`src/rtl/button_conditioner.sv`:
```
// Debounces N active-low push-buttons into an active-high level plus one-cycle press and
// release pulses, after a 2-flop synchronizer and a per-channel 4-state debounce FSM.
module button_conditioner #(
  parameter int unsigned N         = 2,
  parameter int unsigned DB_CYCLES = 500000,
  parameter int unsigned CW        = 20
) (
  input  logic         Clk,
  input  logic         reset_n,
  input  logic [N-1:0] button,
  output logic [N-1:0] btn_level,
  output logic [N-1:0] btn_press,
  output logic [N-1:0] btn_release
);

  typedef enum logic [1:0] {
    StReleased,
    StPressPend,
    StPressed,
    StRelPend
  } state_e;

  localparam logic [CW-1:0] CntMax = CW'(DB_CYCLES - 1);

  logic [N-1:0]  sync1_q, sync2_q;
  state_e        state_q [N];
  state_e        state_d [N];
  logic [CW-1:0] cnt_q   [N];
  logic [CW-1:0] cnt_d   [N];
  logic [N-1:0]  level_q, level_d;
  logic [N-1:0]  press_q, press_d;
  logic [N-1:0]  release_q, release_d;

  // Synchronizer idles at 1 so reset reads as "released".
  always_ff @(posedge Clk or negedge reset_n) begin
    if (!reset_n) begin
      sync1_q <= '1;
      sync2_q <= '1;
    end else begin
      sync1_q <= button;
      sync2_q <= sync1_q;
    end
  end

  always_comb begin
    for (int i = 0; i < int'(N); i++) begin
      state_d[i] = state_q[i];
      cnt_d[i]   = cnt_q[i];
      unique case (state_q[i])
        StReleased: begin
          if (!sync2_q[i]) begin
            state_d[i] = StPressPend;
            cnt_d[i]   = '0;
          end
        end
        StPressPend: begin
          if (sync2_q[i]) begin
            state_d[i] = StReleased;
            cnt_d[i]   = '0;
          end else if (cnt_q[i] == CntMax) begin
            state_d[i] = StPressed;
          end else begin
            cnt_d[i] = cnt_q[i] + 1'b1;
          end
        end
        StPressed: begin
          if (sync2_q[i]) begin
            state_d[i] = StRelPend;
            cnt_d[i]   = '0;
          end
        end
        StRelPend: begin
          if (!sync2_q[i]) begin
            state_d[i] = StPressed;
            cnt_d[i]   = '0;
          end else if (cnt_q[i] == CntMax) begin
            state_d[i] = StReleased;
          end else begin
            cnt_d[i] = cnt_q[i] + 1'b1;
          end
        end
        default: begin
          state_d[i] = StReleased;
          cnt_d[i]   = '0;
        end
      endcase
    end
  end

  // Outputs are registered from the next state so level and pulse rise on the same edge.
  always_comb begin
    level_d   = '0;
    press_d   = '0;
    release_d = '0;
    for (int i = 0; i < int'(N); i++) begin
      level_d[i]   = (state_d[i] == StPressed) || (state_d[i] == StRelPend);
      press_d[i]   = (state_q[i] == StPressPend) && (state_d[i] == StPressed);
      release_d[i] = (state_q[i] == StRelPend) && (state_d[i] == StReleased);
    end
  end

  always_ff @(posedge Clk or negedge reset_n) begin
    if (!reset_n) begin
      for (int i = 0; i < int'(N); i++) begin
        state_q[i] <= StReleased;
        cnt_q[i]   <= '0;
      end
      level_q   <= '0;
      press_q   <= '0;
      release_q <= '0;
    end else begin
      for (int i = 0; i < int'(N); i++) begin
        state_q[i] <= state_d[i];
        cnt_q[i]   <= cnt_d[i];
      end
      level_q   <= level_d;
      press_q   <= press_d;
      release_q <= release_d;
    end
  end

  assign btn_level   = level_q;
  assign btn_press   = press_q;
  assign btn_release = release_q;

endmodule

```
`config.mk`:
```
export PLATFORM = sky130hd
export DESIGN_NAME = button_conditioner
export DESIGN_NICKNAME = d
export VERILOG_FILES = /design/src/rtl/button_conditioner.sv
export SDC_FILE = /design/constraint.sdc
export NUM_CORES = 1
export LEC_CHECK = 0
export CORE_ASPECT_RATIO = 1.25
export CORE_MARGIN = 8
export CORE_UTILIZATION = 68
export CTS_CLUSTER_SIZE = 8
export DETAILED_ROUTE_END_ITERATION = 8
export DONT_BUFFER_PORTS = 1
export PLACE_DENSITY = 0.87
export SLEW_MARGIN = 20
export SYNTH_ARGS = -nofsm -noshare
export SYNTH_HDL_FRONTEND = slang
export SYNTH_SLANG_ARGS = --single-unit
```
`constraint.sdc`:
```
create_clock -name Clk -period 3.04 [get_ports Clk]
set_input_delay 0.912 -clock Clk [delete_from_list [all_inputs] [get_ports Clk]]
set_output_delay 0.912 -clock Clk [all_outputs]
set_load 0.01 [all_outputs]
```
==> impl_results.md <==
* Seq cells post-synth at 53
* Fin nets at 293
* Ys flop type: dfrtp_1
* Clock Tree Buf Depth at 2
* Synthesized instance count at 298
* I/O pin count at 10
* Placer Congestion at 0.829
* Final worst path period share at 71.5%
* Yosys Warn Count at 0
* Slack of the critical path at 0.866 ns
* Area grow syn2layout at 2.16%
* Mean post-synth cell area at approximately 9.5 um2
* Top cells by area, synth: dfrtp_1 43%, o21ai_0 4.1%, nand2_1 3.8%
* Most Frequent Cell on Critical Path: nor2_1
* Final setup vio count at 0
* Site row count at 26
* Slew margin rel. at 40.6%
* I/O Buffers at 0
* PostCTS Resize Cnt at 0
* Via count at 2269
* Most common cell after layout, fill and taps aside: dfrtp_1
* Worst-path cell chain: xnor2_1 > nor2_1 > nor2_1 > or4_1 > nand2_1
* Core Region at around 0.0041 mm2
* CTS Sinks at 53
* DR WL/cell at 16.5 um
* RR Endpoint: cnt_q[13]$_DFFE_PN0P_
* CP max stage cell: dfstp_2
* Number of synthesized flops with an enable pin at 0
* Clock slew at reported path FFs at 0.10 ns
* First-pass DRT Iterations at 4
* Most frequent cells in the layout: 49 x dfrtp_1, 29 x nand2_1, 23 x o21ai_0
* Crit Reg-Reg Startpoint: sync2_q[1]$_DFF_PN1_
* Outcome: completed
* CP startpoint kind: register
* Mapped cell area at 0.00284 mm2
* Pre-CTS setup slack at 0.913 ns
* Final Skew at 0.0107 ns
* Initial DRC Count at 143
* ANT cells at 0
* Arr. time, crit path at 2.42 ns
* H-tree levels at 2
* Number of vias per cell at 6.60
* Worst Path Max Fanout at 11
* Total power at 1.27 mW
* Syn nets at around 300
* R2R depth at 5
* Hold Vio Cnt, Final at 0
* Initial Utilization at between 60% and 70%
* Pwr/cell area at between 400 and 500 mW/mm2
* Wirelength, routed at around 5700 um
* Total Routing Usage GR at about a fifth
* First-pass GRT wire length at 9670 um
* CTS root buffer: clkbuf_8
* Top-area cell type share of the netlist area at 43.2%
* CP required at ~3.3 ns
* Number of buffers created by CTS at 5
* Worst Hold Class: in -> async
* Later-pin clock latency in the skew report at 0.30 ns
* RSZ-0062 raised after global routing: no
* Crit Path Class: reg -> reg
* Max Freq at 460 MHz
* Cell leakage power at 1.23 nW
* Post-CTS Setup Repair Bufs at 0
* Initial antenna violation count at 0
* Die Area at ~0.0065 mm2
* Die H at 88.2 um
* Number of remaining DRC errors at 0
* Die Width at 73.8 um
* Area leader, netlist: dfrtp_1
* Max-cap check violation count at 0
* Post-synth ARST share at 100%
* Post-DP HPWL at between 3000 and 4000 um
* Distinct cells, synth at 59
* CTS tree: done
* Slew Viols, Final at 0
* Largest net degree at the start of global routing at 54
* Tmin final at ~2.2 ns
* Hold WS at between 0.2 and 0.3 ns
* Final TNS setup at 0 ns
* Antenna viol nets, final at 0
* Total gr overflow at 0
* Seq/Total Area, Yosys at 46.9%
* Hold-fix buffers, CTS at 0
* Number of global-route vias before repair at 2280
* Least-Margin Pin Slew at around 0.9 ns
* Reg-to-reg slack, setup at 0.87 ns
* Worst path max stage delay at 0.57 ns
* Share of cells above drive strength 1 at under 10%
* Max VDD drop at 0.334 mV
* Crit end category: register
## worst max-delay path by stage
stage                           from               endpoint  slack [ns]  cells after the start
3_5_place_dp    sync2_q[1]$_DFF_PN1_  cnt_q[13]$_DFFE_PN0P_        0.91                      5
3_3_place_gp    sync2_q[1]$_DFF_PN1_  cnt_q[13]$_DFFE_PN0P_        0.97                      5
2_1_floorplan  cnt_q[20]$_DFFE_PN0P_  cnt_q[25]$_DFFE_PN0P_        1.30                      6
5_1_grt         sync2_q[1]$_DFF_PN1_  cnt_q[13]$_DFFE_PN0P_        0.68                      5
6_report        sync2_q[1]$_DFF_PN1_  cnt_q[13]$_DFFE_PN0P_        0.87                      5
4_1_cts         sync2_q[1]$_DFF_PN1_  cnt_q[13]$_DFFE_PN0P_        0.89                      5
## critical path: cells and delay by family (launching register included)
kind                      cells  cell delay [ns]
and+or+nand+nor               4             1.40
DFF                           1             0.57
xor gates and xnor gates      1             0.14
## layer usage
layer / GRT usage [%] / routed length [um] / up-vias
li1: - / - / 1088
met1: 18.6 / 2230 / 1095
met2: 35.8 / 3030 / 66
met3: 3.74 / 236 / 20
met4: 8.56 / 170 / 0
met5: 0 / 0 / -
## registers in the layout (all words and copies together) (netlist names)
signal / count
cnt_q: 40
sync2_q: 2
btn_press: 2
btn_level: 2
sync1_q: 2
state_q: 3
btn_release: 2
## metrics by stage
step	area [um2]	utilization, %	cells
finish	2900	71.3	344
global route	2900	71.3	344
CTS	2900	71.3	344
detailed placement	2790	68.6	336
global placement	2790	68.6	336
floorplan	2840	-	298
## layout make-up
class	count	area, um2
multi-input cells	222	1370
flip-flops and latches	53	1330
fillers	309	1170
clock buffers	6	72.6
well taps	56	70.1
clock inverters	2	38.8
inverters	5	18.8
## power breakdown
part           switching, mW  leakage, nW  internal (mW)
clock network          0.220       0.0554          0.247
logic                 0.0386        0.454         0.0221
registers             0.0204        0.718          0.724
## cell families after synthesis
| family | after synthesis | share of synthesized area, % |
|---|---|---|
| buffers and inverters | 23 | 4.89 |
| xor gates and xnor gates | 11 | 3.40 |
| muxes | 1 | 0.353 |
| AOI/OAI and AO/OA | 76 | 17.2 |
| DFF | 53 | 46.9 |
| and+or+nand+nor | 132 | 26.3 |
| adders and majority gates | 2 | 0.882 |
## Yosys cell counts, types with 2 or more instances
cell type and number:
dfrtp_1 49, nand2_1 29, o21ai_0 23, nor2_1 21, nand3_1 19, nand4_1 14
a31oi_1 11, a21oi_1 8, xor2_1 8, and3_1 6, buf_4 6, o211ai_1 6
and2_1 5, inv_1 5, and4_1 4, buf_2 4, clkbuf_1 4, dfstp_2 4
nor3_1 4, nor4_1 4, o22ai_1 4, o311ai_0 4, or4_1 4, nand2b_1 3
o31ai_1 3, xnor2_1 3, a21o_1 2, a22o_1 2, and4_4 2, ha_1 2
nor4b_1 2, o2111ai_1 2, o21a_1 2, o21ai_1 2, o41ai_1 2, or2_1 2
Power figures use the tool's default switching activity.
